[config.mk]
export PLATFORM = sky130hd
export DESIGN_NAME = processor_run_controller
export DESIGN_NICKNAME = d
export VERILOG_FILES = /design/src/rtl/processor_run_controller.sv
export SDC_FILE = /design/constraint.sdc
export NUM_CORES = 1
export LEC_CHECK = 0
export ABC_AREA = 1
export CAP_MARGIN = 20
export CORE_ASPECT_RATIO = 0.5
export CORE_UTILIZATION = 54
export CTS_CLUSTER_DIAMETER = 100
export CTS_CLUSTER_SIZE = 24
export DETAILED_ROUTE_END_ITERATION = 7
export PLACE_DENSITY_LB_ADDON = 0.25
export SLEW_MARGIN = 40
export SYNTH_ARGS = -nofsm -noshare
export SYNTH_HDL_FRONTEND = slang
export SYNTH_SLANG_ARGS = --single-unit
[constraint.sdc]
create_clock -name CLK -period 4.9 [get_ports CLK]
set_input_delay 0.98 -clock CLK [delete_from_list [all_inputs] [get_ports CLK]]
set_output_delay 0.98 -clock CLK [all_outputs]
set_load 0.05 [all_outputs]
[src/rtl/processor_run_controller.sv]
// processor_run_controller: staggered reset release, RUN/HALT/STEP/RESET
// command handling and executed-cycle counting for the single-cycle processor.
// Optional breakpoint unit is enabled by defining RUN_CTRL_BREAKPOINT_EN.
module processor_run_controller #(
    parameter int unsigned PC_WIDTH = 32,
    parameter int unsigned STEP_W   = 16,
    parameter int unsigned RST_HOLD = 4,
    parameter int unsigned AUTO_RUN = 1
) (
    input  logic                CLK,
    input  logic                RSTN,
    input  logic                CMD_VALID,
    output logic                CMD_READY,
    input  logic [1:0]          CMD_OP,
    input  logic [STEP_W-1:0]   CMD_ARG,
    input  logic [PC_WIDTH-1:0] PC,
`ifdef RUN_CTRL_BREAKPOINT_EN
    input  logic [PC_WIDTH-1:0] BP_ADDR,
    input  logic                BP_VALID,
    output logic                BP_HIT,
`endif
    output logic                PCRRST,
    output logic                RFRST,
    output logic                DMRST,
    output logic                CPU_EN,
    output logic [1:0]          STATE,
    output logic                HALTED,
    output logic [31:0]         CYCLE_CNT
);

    localparam int unsigned HOLD_W = (RST_HOLD < 1) ? 1 : $clog2(RST_HOLD + 1);
    localparam int unsigned CNT_W  = 32;

    localparam logic [1:0] OP_RUN   = 2'b00;
    localparam logic [1:0] OP_HALT  = 2'b01;
    localparam logic [1:0] OP_STEP  = 2'b10;

    typedef enum logic [1:0] {
        ST_RST_HOLD = 2'd0,
        ST_HALT     = 2'd1,
        ST_RUN      = 2'd2,
        ST_STEP     = 2'd3
    } state_t;

    localparam state_t AUTO_STATE = (AUTO_RUN != 0) ? ST_RUN : ST_HALT;

    state_t              state_q, state_d;
    logic [HOLD_W-1:0]   hold_cnt_q, hold_d;
    logic [STEP_W-1:0]   step_cnt_q, step_d;
    logic                cmd_acc;
    logic                clr_cnt;
    logic                run_c;
    logic                bp_match;
    logic                cpu_en_c;
    logic                pcrrst_d;
    logic                rfrst_d;
    logic                cmd_ready_d;
    logic                halted_d;
    logic [CNT_W-1:0]    cycle_d;

    assign cmd_acc = CMD_VALID & CMD_READY;
    assign run_c   = (state_q == ST_RUN) || (state_q == ST_STEP);

`ifdef RUN_CTRL_BREAKPOINT_EN
    logic skip_q, skip_d;
    logic bp_hit_d;

    // Breakpoint match, masked on the first cycle after resuming from HALT
    assign bp_match = run_c && BP_VALID && (PC == BP_ADDR) && !skip_q;
`else
    logic pc_unused;

    // PC is only observed by the breakpoint unit
    assign pc_unused = ^PC;
    assign bp_match  = 1'b0;
`endif

    // State and sequencing counters
    always_ff @(posedge CLK or negedge RSTN) begin
        if (!RSTN) begin
            state_q    <= ST_RST_HOLD;
            hold_cnt_q <= '0;
            step_cnt_q <= '0;
        end else begin
            state_q    <= state_d;
            hold_cnt_q <= hold_d;
            step_cnt_q <= step_d;
        end
    end

    // Next state: reset sequencing, then commands, then breakpoint, then step countdown
    always_comb begin
        state_d = state_q;
        hold_d  = hold_cnt_q;
        step_d  = step_cnt_q;
        clr_cnt = 1'b0;
        if (state_q == ST_RST_HOLD) begin
            if (hold_cnt_q >= HOLD_W'(RST_HOLD)) begin
                state_d = AUTO_STATE;
            end else begin
                hold_d = hold_cnt_q + HOLD_W'(1);
            end
        end else if (cmd_acc) begin
            case (CMD_OP)
                OP_RUN:  state_d = ST_RUN;
                OP_HALT: state_d = ST_HALT;
                OP_STEP: begin
                    if (CMD_ARG != '0) begin
                        state_d = ST_STEP;
                        step_d  = CMD_ARG;
                    end else begin
                        state_d = ST_HALT;
                    end
                end
                default: begin
                    state_d = ST_RST_HOLD;
                    hold_d  = '0;
                    clr_cnt = 1'b1;
                end
            endcase
        end else if (bp_match) begin
            state_d = ST_HALT;
        end else if (state_q == ST_STEP) begin
            step_d = step_cnt_q - STEP_W'(1);
            if (step_cnt_q == STEP_W'(1)) begin
                state_d = ST_HALT;
            end
        end
    end

    // Output next-values derived from the next state; CPU_EN straight from current state
    always_comb begin
        cpu_en_c    = run_c & ~bp_match;
        pcrrst_d    = 1'b0;
        rfrst_d     = 1'b0;
        cmd_ready_d = 1'b1;
        halted_d    = (state_d == ST_HALT);
        cycle_d     = CYCLE_CNT;
        if (state_d == ST_RST_HOLD) begin
            pcrrst_d    = 1'b1;
            rfrst_d     = (hold_d < HOLD_W'(RST_HOLD));
            cmd_ready_d = 1'b0;
        end
        if (clr_cnt) begin
            cycle_d = '0;
        end else if (cpu_en_c && (CYCLE_CNT != {CNT_W{1'b1}})) begin
            cycle_d = CYCLE_CNT + CNT_W'(1);
        end
`ifdef RUN_CTRL_BREAKPOINT_EN
        skip_d   = cmd_acc && (state_q == ST_HALT) &&
                   ((CMD_OP == OP_RUN) || ((CMD_OP == OP_STEP) && (CMD_ARG != '0)));
        bp_hit_d = cmd_acc ? 1'b0 : (BP_HIT | bp_match);
`endif
    end

    // Registered outputs
    always_ff @(posedge CLK or negedge RSTN) begin
        if (!RSTN) begin
            PCRRST    <= 1'b1;
            RFRST     <= 1'b1;
            DMRST     <= 1'b1;
            CMD_READY <= 1'b0;
            HALTED    <= 1'b0;
            CYCLE_CNT <= '0;
        end else begin
            PCRRST    <= pcrrst_d;
            RFRST     <= rfrst_d;
            DMRST     <= rfrst_d;
            CMD_READY <= cmd_ready_d;
            HALTED    <= halted_d;
            CYCLE_CNT <= cycle_d;
        end
    end

`ifdef RUN_CTRL_BREAKPOINT_EN
    // Breakpoint status and resume mask
    always_ff @(posedge CLK or negedge RSTN) begin
        if (!RSTN) begin
            BP_HIT <= 1'b0;
            skip_q <= 1'b0;
        end else begin
            BP_HIT <= bp_hit_d;
            skip_q <= skip_d;
        end
    end
`endif

    assign CPU_EN = cpu_en_c;
    assign STATE  = state_q;

endmodule

==> results of run 1 <==
## worst paths after layout
kind                                            start                         end  slack (ns)  depth (start not counted)
max in group asynchronous                        RSTN    CYCLE_CNT[2]$_DFFE_PN0P_        3.63                          2
max                                         CMD_VALID    CYCLE_CNT[2]$_DFFE_PN0P_        1.51                          8
min reg2reg                step_cnt_q[15]$_DFFE_PN0P_  step_cnt_q[15]$_DFFE_PN0P_        0.50                          2
min in group asynchronous                        RSTN   CYCLE_CNT[30]$_DFFE_PN0P_        0.79                          2
min                        step_cnt_q[15]$_DFFE_PN0P_  step_cnt_q[15]$_DFFE_PN0P_        0.50                          2
max reg2reg                       CMD_READY$_DFF_PN0_    CYCLE_CNT[2]$_DFFE_PN0P_        2.16                          7
## flip-flops by register name, indices dropped and copies added, names as in the netlist
register and flops:
STATE 2, HALTED 1, CYCLE_CNT 32, hold_cnt_q 3, PCRRST 1, DMRST 1
step_cnt_q 16, CMD_READY 1
## critical path, cell delays in order
cell	delay, ns
sky130_fd_sc_hd__clkdlybuf4s50_1	0.41
sky130_fd_sc_hd__nand2_2	0.29
sky130_fd_sc_hd__clkinv_1	0.67
sky130_fd_sc_hd__nand3_2	0.60
sky130_fd_sc_hd__nand2_4	0.10
sky130_fd_sc_hd__clkinv_2	0.35
sky130_fd_sc_hd__nand2_1	0.09
sky130_fd_sc_hd__o21ai_0	0.10
## layer usage
layer	track usage, %	vias to the layer above	part of all wire, %
met5	0	-	0
met4	8.11	0	1.7
met3	8.58	17	6.8
met2	47.2	162	46
met1	34.8	1807	46
li1	-	1985	-
## logic make-up after synthesis
family	after synthesis	share of synthesized area (%)
and+or+nand+nor	359	39.8
adders and majority gates	9	2.92
xor gates and xnor gates	8	1.82
AOI/OAI and AO/OA	64	8.89
DFF	57	37.1
muxes	1	0.260
buffers and inverters	86	9.21
## cell usage in the layout (no fill, tap or decap), types with 3 or more instances in the layout
cell type and instances:
sky130_fd_sc_hd__nand2_2 4, sky130_fd_sc_hd__inv_1 62, sky130_fd_sc_hd__o21ai_0 44, sky130_fd_sc_hd__dfrtp_1 55, sky130_fd_sc_hd__o21ai_1 3, sky130_fd_sc_hd__ha_1 9, sky130_fd_sc_hd__nor2_1 84, sky130_fd_sc_hd__nand2_1 184
sky130_fd_sc_hd__nand4_1 16, sky130_fd_sc_hd__a21oi_1 8, sky130_fd_sc_hd__clkdlybuf4s50_1 59, sky130_fd_sc_hd__xor2_1 6, sky130_fd_sc_hd__inv_2 6, sky130_fd_sc_hd__clkinv_2 4, sky130_fd_sc_hd__clkbuf_16 9, sky130_fd_sc_hd__nand3_1 43
sky130_fd_sc_hd__buf_4 3, sky130_fd_sc_hd__nand2_4 3, sky130_fd_sc_hd__nor3_1 15
## power breakdown
part	leakage [nW]	internal, mW	switching, mW
Clock	0.162	0.470	0.227
Sequential	0.743	0.596	0.120
Combinational	1.27	0.294	0.639
Total	2.18	1.36	0.985
## synth_stat cells, drive strengths merged
cell | count | share of area (%)
nand3b | 2 | 0.39
o31ai | 2 | 0.39
nor2 | 87 | 8.8
nand4 | 16 | 2.6
xor2 | 6 | 1.4
dfstp | 2 | 1.4
nand3 | 45 | 6.1
dfrtp | 55 | 36
o21ai | 47 | 6.1
o211ai | 1 | 0.19
nor3 | 16 | 2.2
a31oi | 2 | 0.32
o22ai | 1 | 0.16
buf | 10 | 1.8
or2 | 2 | 0.32
mux2i | 1 | 0.26
nand2 | 191 | 19
inv | 68 | 6.6
clkbuf | 5 | 0.49
a21oi | 8 | 1.0
a22o | 1 | 0.23
xnor2 | 2 | 0.45
ha | 9 | 2.9
o2111ai | 2 | 0.45
clkinv | 3 | 0.36
## per-stage QoR
step / total power, mW / instances / hold WS (ns)
after global placement: 1.63 / 724 / 0.472
after detailed placement: 1.65 / 724 / 0.487
after global routing: 2.50 / 740 / 0.535
after CTS: 2.35 / 740 / 0.499
after floorplan: 1.41 / 584 / 0.453
final: 2.35 / 740 / 0.504
## layout make-up
| class | instances | area [um2] |
|---|---|---|
| multi-input cells | 441 | 2070 |
| fillers | 576 | 1950 |
| flip-flops and latches | 57 | 1430 |
| repair buffers | 63 | 618 |
| inverters | 71 | 269 |
| clock buffers | 11 | 253 |
| well taps | 92 | 115 |
| clock inverters | 5 | 77.6 |
==> out/summary.md, run 1 <==
The logs give 3530 for the via count of the first global-routing pass and 4830 um2 for the post-route standard cell area excluding fillers. After clock tree synthesis, the clock-pin slew on the worst setup and hold paths is 0.05 ns. The run gives 0 as the count of unresolved DRC violations after routing.

Row generation in the floorplan step produced 21 rows. The number of failing setup endpoints in the final timing report is 0. For the final database, setup skew stands at 0.00606 ns.

Along the worst path, the maximum fanout reaches 39. The tools report the all-layer global routing usage as 27.6%. After clock tree synthesis, the flow added hold-fix buffers numbering 0. The initial standard-cell utilization of the core came out at 56.9%. Yosys printed 0 warnings. The die covers 7500 um2. After layout, the minimum clock period comes to 3.39 ns. Counting distinct cell types in the post-synthesis netlist gives 39. The run finished with clean final reports. In this run the deepest clock path goes through 2 buffers.

The number of nets produced by synthesis was 646. The wire-length estimate of the detail-placed layout is 6.78 mm. The tool flagged a number of max-cap violations equal to 0. The logs give 58 for the pin count of the biggest net entering global routing and 0 for the number of cells upsized or downsized after cts. The iteration count of the initial detailed-routing pass is 5. The wire length reported by the detailed router came out at 9.63 mm. The clock reaches the later pin of the worst-skew pair after 0.34 ns. For the worst voltage drop across the vdd grid, the log shows 0.267 mV. Setup repair after global routing left no endpoint under its margin. STA classifies the critical path startpoint as an input port.

From synthesis to final layout, the design area changed by 25.3%. The clock drives 57 sinks. The slew at the pin with the worst max-slew slack is 0.737 ns. The min-delay analysis places its worst path in the category register to register. Each instance of the synthesized netlist takes up on average 6.60 um2.

Once the clock tree was built, the setup fixing pass inserted 0 buffers. Dividing the detail-routed wire length by the instance count gives 13.0 um. After synthesis the netlist holds a flip-flop and latch count of 57. The detailed router placed 3971 vias in this run. The root buffer cell was sky130_fd_sc_hd__clkbuf_16. The number of port buffers was 60; the fmax was 295 MHz. The synthesized cell area is 3860 um2, and the setup TNS after final layout is 0 ns. The power density over the cells is 485 nW/um2.

0 antenna diodes ended up in the layout. The starting DRC count in detailed routing was 329; the total CTS buffers was 9. TritonCTS built the clock tree.

The initial antenna violation count came out at 0. The logs give 2.18 nW for the static power due to leakage and 71.3% for the final design utilization. Global routing finished with a remaining overflow of 0. The clock tree synthesis step divided the H-tree into 3 levels. The element type at the critical path end is a register.

The run gives 6780 um2 as the core area. The total I/O pin count came out at 93. The worst path uses 69.2% of the clock period. The worst path required time came out at 5.14 ns. The final antenna-violating net count was 0.

Cells with a size suffix above 1 make up 6.79% of the layout. The critical path in this run is classified as input port to register. The first-pass GRT wire length is 15.7 mm, and the final count of hold timing violations is 0. Portion of the post-synthesis area used by sequential elements: 37.1%. The max-slew violation total from the final report is 0. OpenSTA, run right after detailed placement, puts the worst setup slack at 1.20 ns. The tools report the post-synthesis instance total as 584.

The post-place instance area is 4500 um2, and the average vias per placed instance is 5.37. At the end of routability-driven placement, the weighted congestion stood at 0.933. The post-layout worst setup margin is 1.51 ns, and the die height is 61.8 um. For the arrival time reported for the critical path endpoint, the log shows 3.63 ns. From left edge to right edge, the die measures 122 um. The count of nets after finishing is 705, and the worst relative slew slack is 50.9%.
(Power assumes the default switching activity.)
==> run 2: changes to the inputs <==
--- a/config.mk
+++ b/config.mk
@@ -8,7 +8,7 @@
 export ABC_AREA = 1
 export CAP_MARGIN = 20
 export CORE_ASPECT_RATIO = 0.5
-export CORE_UTILIZATION = 54
+export CORE_UTILIZATION = 46
 export CTS_CLUSTER_DIAMETER = 100
 export CTS_CLUSTER_SIZE = 24
 export DETAILED_ROUTE_END_ITERATION = 7
==> constraint.sdc (replaced) <==
create_clock -name CLK -period 2.9 [get_ports CLK]
set_input_delay 0.58 -clock CLK [delete_from_list [all_inputs] [get_ports CLK]]
set_output_delay 0.58 -clock CLK [all_outputs]
set_load 0.05 [all_outputs]
==> run 2 against run 1 <==
Net effect:
- setup slack worse by 0.96 ns
- routed wire length rose by 4.3%
- critical path type is now register to output pin
- combinational power increased by 71%
- design area up 0.75%
- sequential share of layout area fell by 0.22 points
- total power grew 67%
- sequential cell count is the same
- count of clock-buffer cells in the layout grew 3
- largest cell class unchanged
==> out/summary.md, run 2 (synthesis results as in run 1) <==
The count of unresolved DRC violations after routing was 0; the number of cells in the finished layout apart from fillers was 764. After filler insertion, the fill cell instance count of the layout stands at 775. For the worst flop-to-flop path, the logic depth is 12. The post-CTS clock slew at the launch and capture registers of the worst setup and hold paths is 0.05 ns, and the starting DRC count in detailed routing is 227.

The final count of hold timing violations is 0. The register with the most flip-flops in the layout has 32 of them. The wire length reported by the detailed router was 10.0 mm.

At the end of routability-driven placement, the weighted congestion stood at 0.948. Across the run, the number of max-cap violations was 0. The run gives 47.9% as the initial standard-cell utilization of the core.

The clock passes through at most 2 buffers. Detailed placement ended at an HPWL of 7.31 mm. The worst path uses 81.1% of the clock period. The post-route netlist has 7.06% of its cells at a drive strength greater than 1. At the pin with the least slew margin, the transition time is 0.534 ns. The share of total power in the clock network is 28.3%, and the shortest period the worst path allows is 2.35 ns. The clock tree synthesis step divided the H-tree into 3 levels. Across all register-to-register paths, the minimum setup slack is 0.60 ns.

The switching share of total power was 42.7%. Dividing the detail-routed wire length by the instance count gives 13.1 um. For this run, the share of the core covered by cells in the final layout is 60.4%. Adding up every negative setup slack in the final design gives 0 ns.

The combinational cell fraction of total power came out at 40.9%. Total power for the finished layout comes to 3.92 mW. The initial antenna violation count was 0; the arrival time reported for the critical path endpoint was 1.77 ns.

On the final layout, the worst clock skew is 0.00695 ns. The number of antenna repair diodes came out at 0. Worst stage delay on the critical path: 0.88 ns. Traced cell by cell, the critical path runs through clkdlybuf4s50_1. The library cells used most frequently in the layout, excluding fill and tap cells, are sky130_fd_sc_hd__nand2_1, sky130_fd_sc_hd__nor2_1, sky130_fd_sc_hd__inv_1, sky130_fd_sc_hd__clkdlybuf4s50_1, sky130_fd_sc_hd__dfrtp_1. The floorplan has 23 rows. Count of buffer and inverter cells on the critical path: 1.

The slowest cell on the critical path was sky130_fd_sc_hd__clkdlybuf4s50_1. The tools report the element type at the critical path end as an output pin. During placement, the flow inserted port buffers numbering 60. Setup repair after global routing left no endpoint under its margin. The largest registers in the layout are CYCLE_CNT: 32 flops, step_cnt_q: 16 flops, hold_cnt_q: 3 flops.

The final antenna-violating net count came out at 0. Summing over every cut layer, the via total after detailed routing is 3946. Entering global routing, the biggest net connects 43 pins. During I/O placement, the number of pins put on the boundary was 93. From synthesis to final layout, the design area changed by 26.3%. The average vias per placed instance came out at 5.16. Across the VDD grid, the largest voltage drop is 0.419 mV.

The worst setup path is launched from a register. At the worst endpoint, the required time is 2.32 ns. For the fmax, the log shows 425 MHz.

Sequential cells account for 30.8% of the total power. Setup violations remaining at the end of the flow were counted as 0. The worst setup path is of the register to output pin kind. After clock tree synthesis, the repair step resized 0 gates. Internal power comes to 2.25 mW. The run gives 0 as the max-slew violation total from the final report. Count of nets after finishing: 709. The type of the tightest min-delay check is input port to async pin. The iteration count of the initial detailed-routing pass was 5; the area enclosed by the die boundary was 8780 um2. The total CTS buffers was 9; the post-place instance area was 4560 um2. The core region is 8060 um2. The run gives 57 as the total clock sinks. The run finished with clean final reports. In the final layout, the multi-input gates occupy 2070 um2. From bottom edge to top edge, the die measures 66.7 um.

The number of placed instances with taps included is 748. The cell sitting at the root of the clock tree is a sky130_fd_sc_hd__clkbuf_16. The number of stages on the worst setup path came out at 1. The logs give 0 for the aggregate global routing overflow and 4870 um2 for the post-route standard cell area excluding fillers. TritonCTS built the clock tree. In this run the worst path has a maximum fanout of 8. The clock reaches the later pin of the worst-skew pair after 0.34 ns.

Dividing total power by cell area gives a power density of 806 nW/um2. The sequential cell area was 1430 um2. The top cell family by delay on the critical path was buffers and inverters. The floorplan step set the die width to 131 um.

The run gives 2.19 nW as the static power due to leakage. Number of buffers added to fix hold violations after cts: 0. All-layer global routing usage: 24.6%. The most common library cell in the layout ignoring fill and taps is sky130_fd_sc_hd__nand2_1.

Summed over all nets, the switching power comes to 1.67 mW. The register with the highest flop count is CYCLE_CNT. The worst relative slew slack is 64.4%. The logs give 3513 for the via count of the first global-routing pass and 16.6 mm for the first-pass GRT wire length. The number of setup buffers added after CTS is 0.
## run 2: metal layers
| layer | global-route usage, % | vias up | share of wire, % |
|---|---|---|---|
| li1 | - | 1996 | - |
| met1 | 31.9 | 1826 | 47 |
| met2 | 39.8 | 108 | 45 |
| met3 | 6.24 | 16 | 6.4 |
| met4 | 9.88 | 0 | 1.6 |
| met5 | 0 | - | 0 |
## run 2: metrics by stage
stage	hold WS [ns]	setup WS (ns)
6_report	0.226	0.549
5_1_grt	0.266	0.351
4_1_cts	0.246	0.554
3_5_place_dp	0.484	0.354
3_3_place_gp	0.478	0.389
2_1_floorplan	0.284	0.816
## run 2: worst paths after layout
| path | start | to |
|---|---|---|
| worst min register to register | step_cnt_q[15]$_DFFE_PN0P_ | step_cnt_q[15]$_DFFE_PN0P_ |
| worst max register to register | CYCLE_CNT[0]$_DFFE_PN0P_ | CYCLE_CNT[14]$_DFFE_PN0P_ |
| max in group asynchronous | RSTN | step_cnt_q[11]$_DFFE_PN0P_ |
| min in group CLK | step_cnt_q[15]$_DFFE_PN0P_ | step_cnt_q[15]$_DFFE_PN0P_ |
| worst max-delay path | STATE[1]$_DFF_PN0_ | STATE[1] |
| worst min-delay path | RSTN | CYCLE_CNT[23]$_DFFE_PN0P_ |
## run 2: final cells by class
cell class	instances	area share [%]
repair buffers	67	13.4
clock inverters	2	0.719
flip-flops and latches	57	29.3
inverters	71	5.52
well taps	112	2.88
multi-input cells	441	42.5
clock buffers	14	5.63
## run 2: worst register-to-register path: stages, from the launching register on
cell and delay, ns:
sky130_fd_sc_hd__dfrtp_1 0.42, sky130_fd_sc_hd__ha_1 0.25, sky130_fd_sc_hd__nand3_2 0.15, sky130_fd_sc_hd__inv_2 0.07
sky130_fd_sc_hd__nand2_1 0.09, sky130_fd_sc_hd__inv_2 0.05, sky130_fd_sc_hd__nand2_2 0.11, sky130_fd_sc_hd__clkinv_2 0.09
sky130_fd_sc_hd__nand2_4 0.09, sky130_fd_sc_hd__nand2_4 0.06, sky130_fd_sc_hd__nand2_4 0.10, sky130_fd_sc_hd__clkinv_2 0.39
sky130_fd_sc_hd__o21ai_0 0.33
## run 2: power groups by stage
stage / Clock (mW) / Sequential, mW / Combinational, mW
after floorplan: 0 / 1.41 / 0.977
final: 1.11 / 1.21 / 1.60
after global routing: 1.16 / 1.24 / 1.79
after CTS: 1.12 / 1.21 / 1.61
after detailed placement: 0 / 1.21 / 1.60
after global placement: 0 / 1.21 / 1.56
==> run 3: changes to the inputs <==
--- a/config.mk
+++ b/config.mk
@@ -8,7 +8,7 @@
 export ABC_AREA = 1
 export CAP_MARGIN = 20
 export CORE_ASPECT_RATIO = 0.5
-export CORE_UTILIZATION = 46
+export CORE_UTILIZATION = 50
 export CTS_CLUSTER_DIAMETER = 100
 export CTS_CLUSTER_SIZE = 24
 export DETAILED_ROUTE_END_ITERATION = 7
==> constraint.sdc (replaced) <==
create_clock -name CLK -period 2.25 [get_ports CLK]
set_input_delay 0.45 -clock CLK [delete_from_list [all_inputs] [get_ports CLK]]
set_output_delay 0.45 -clock CLK [all_outputs]
set_load 0.05 [all_outputs]
==> run 3 against run 2 <==
Net effect:
- count of clock-buffer cells in the layout unchanged
- first-iteration DRC count grew 71%
- core utilization is 5.6 points higher
- sequential share of layout area decreased by 0.11 points
- highest routed layer unchanged
==> out/summary.md, run 3 (synthesis results as in run 1) <==
The clock passes through at most 2 buffers. Type of the tightest min-delay check: input port to async pin. For the pin with the worst max-slew slack, the measured transition is 0.538 ns. Excluding fillers, the count of instances in the completed layout stands at 752.

The logs give 1.80 ns for the worst path required time and 0 for the number of failing setup endpoints in the final timing report. The slowest stage of the critical path is the sky130_fd_sc_hd__clkdlybuf4s50_1 cell. The clock latency reported for the late side of the worst-skew pair was 0.33 ns; the number of buffers inserted to repair setup after CTS was 0. For the slack of the worst reg-to-reg path, the log shows 0.29 ns. Worst reg-to-reg path cell count: 12. Entering global routing, the biggest net connects 58 pins. Max-cap violations in this run came to 0. Global routing consumed, on the met3 layer, 6.78% of the routing resources. Setup repair after global routing left no endpoint under its margin. In the routed design, unresolved DRC markers number 0. The number of cells upsized or downsized after cts was 0.

The number of stages on the worst setup path is 1. The analysis attributes to cell leakage a power of 2.21 nW. The iteration count of the initial detailed-routing pass was 5. The count of nets after finishing came out at 713.

Once layout is complete, the utilization of the core stands at 66.0%. The tools report the root buffer cell as sky130_fd_sc_hd__clkbuf_16. Summed over all nets, the half-perimeter wirelength after detailed placement is 7.25 mm.

The worst pin sits at a relative slew slack of 64.0%. The register with the most flip-flops in the layout has 32 of them. The category of the worst setup path launch point is a register. The first global-routing pass estimated 17.2 mm of wire.

The floorplan die width was 126 um. The worst stage delay on the critical path was 0.87 ns. Ratio of cells with drive above 1 in the final layout: 7.77%.

Maximum fanout along the worst path: 8. The weighted congestion reported at the end of routability-driven placement is 0.929, and the average vias per placed instance is 5.32. The top cell family by delay on the critical path was buffers and inverters. Compared with the post-synthesis result, the final layout area differs by 26.7%. The floorplan step set the die height to 64.1 um. The starting DRC count in detailed routing was 388. IR analysis of the VDD net gives a maximum drop of 0.610 mV. The all-layer global routing usage is 27.2%, and the pre-CTS setup slack is 0.0772 ns.

Arrival time reported for the critical path endpoint: 1.73 ns. The register with the highest flop count was CYCLE_CNT. After clock tree synthesis, the clock-pin slew on the worst setup and hold paths is 0.05 ns.

The largest registers in the layout are CYCLE_CNT: 32 flops, step_cnt_q: 16 flops, hold_cnt_q: 3 flops. The run gives 4004 as the overall via count from detail_route. Type of the worst setup path: register to output pin.

The die covers 8090 um2. The run gives 3704 as the via count of the first global-routing pass. In this run the critical register-to-register path is captured at CYCLE_CNT[25]$_DFFE_PN0P_. The library cell used most frequently in the layout, excluding fill and tap cells, is sky130_fd_sc_hd__nand2_1. In this run the critical register-to-register path is launched from CYCLE_CNT[0]$_DFFE_PN0P_. In the layout the commonest cells are sky130_fd_sc_hd__nand2_1, sky130_fd_sc_hd__nor2_1, sky130_fd_sc_hd__inv_1, sky130_fd_sc_hd__clkdlybuf4s50_1, sky130_fd_sc_hd__dfrtp_1. Final antenna-violating net count: 0.

met2 is the most crowded layer. Static timing analysis puts the maximum clock frequency at 460 MHz. For this design, the sink count on the clock tree is 57. The run gives 0 as the max-slew violation total from the final report.

The element type at the critical path end is an output pin. The worst path needs 2.18 ns of the cycle, external delays included. The initial standard-cell utilization of the core is 52.1%, and the number of port buffers is 60.

The tools report the global routing usage on met1 as 35.6%. The final count of hold timing violations was 0. The run gives 93 as the total I/O pin count. The total overflow left after global routing is 0. Walking the worst path, the cells encountered are clkdlybuf4s50_1. The power density over the cells was 1030 nW/um2. Global routing met2 resource utilization: 44.7%. On the final layout, the worst clock skew is 0.00472 ns.

After layout, the worst path uses 96.7% of the clock period. The run gives 0 as the number of antenna repair diodes. The final total power came out at 5.02 mW. The logs give 736 for the number of placed instances with taps included and 9.93 mm for the wire length reported by the detailed router. The count of buffer and inverter cells on the critical path is 1, and the core area is 7400 um2.

Counting the buffers created by CTS gives 9. For this design, the CTS-stage hold fixing added 0 buffers. The run gives 0 as the initial antenna violation count.

The site row count is 22, and the average wire length per cell after detail routing is 13.2 um. TritonCTS built the clock tree. The tools report the post-layout worst setup margin as 0.0747 ns. Depth of the CTS H-tree: 3. The run finished with clean final reports.

Setup total negative slack on the finished layout was measured at 0 ns.
run 3: area by class of cell:
type	count	area (um2)
multi-input cells	441	2070
inverters	71	269
fillers	665	2520
well taps	96	120
clock inverters	2	10.0
flip-flops and latches	57	1430
repair buffers	71	703
clock buffers	14	284
run 3: stage by stage:
| step | hold slack, ns | cell area [um2] |
|---|---|---|
| after floorplan | 0.154 | 3860 |
| after detailed placement | 0.476 | 4590 |
| after CTS | 0.122 | 4890 |
| final | 0.0895 | 4890 |
| after global routing | 0.140 | 4890 |
| after global placement | 0.473 | 4590 |
run 3: metal layers:
| layer | up-vias | wire length, um |
|---|---|---|
| met2 | 138 | 4660 |
| met3 | 15 | 698 |
| met4 | 0 | 135 |
| met5 | - | 0 |
| li1 | 2003 | - |
| met1 | 1848 | 4440 |
run 3: worst max path at each step:
stage                                      to                startpoint
floorplan           CYCLE_CNT[26]$_DFFE_PN0P_  CYCLE_CNT[0]$_DFFE_PN0P_
global placement    step_cnt_q[4]$_DFFE_PN0P_                 CMD_OP[0]
detailed placement  step_cnt_q[4]$_DFFE_PN0P_                 CMD_OP[0]
CTS                                    CPU_EN        STATE[1]$_DFF_PN0_
global route                           CPU_EN        STATE[1]$_DFF_PN0_
finish                                 CPU_EN        STATE[1]$_DFF_PN0_
run 3: where the power goes:
| part | internal [mW] | switching, mW | leakage [nW] |
|---|---|---|---|
| clock network | 0.861 | 0.474 | 0.149 |
| registers | 1.30 | 0.263 | 0.743 |
| logic | 0.710 | 1.42 | 1.32 |
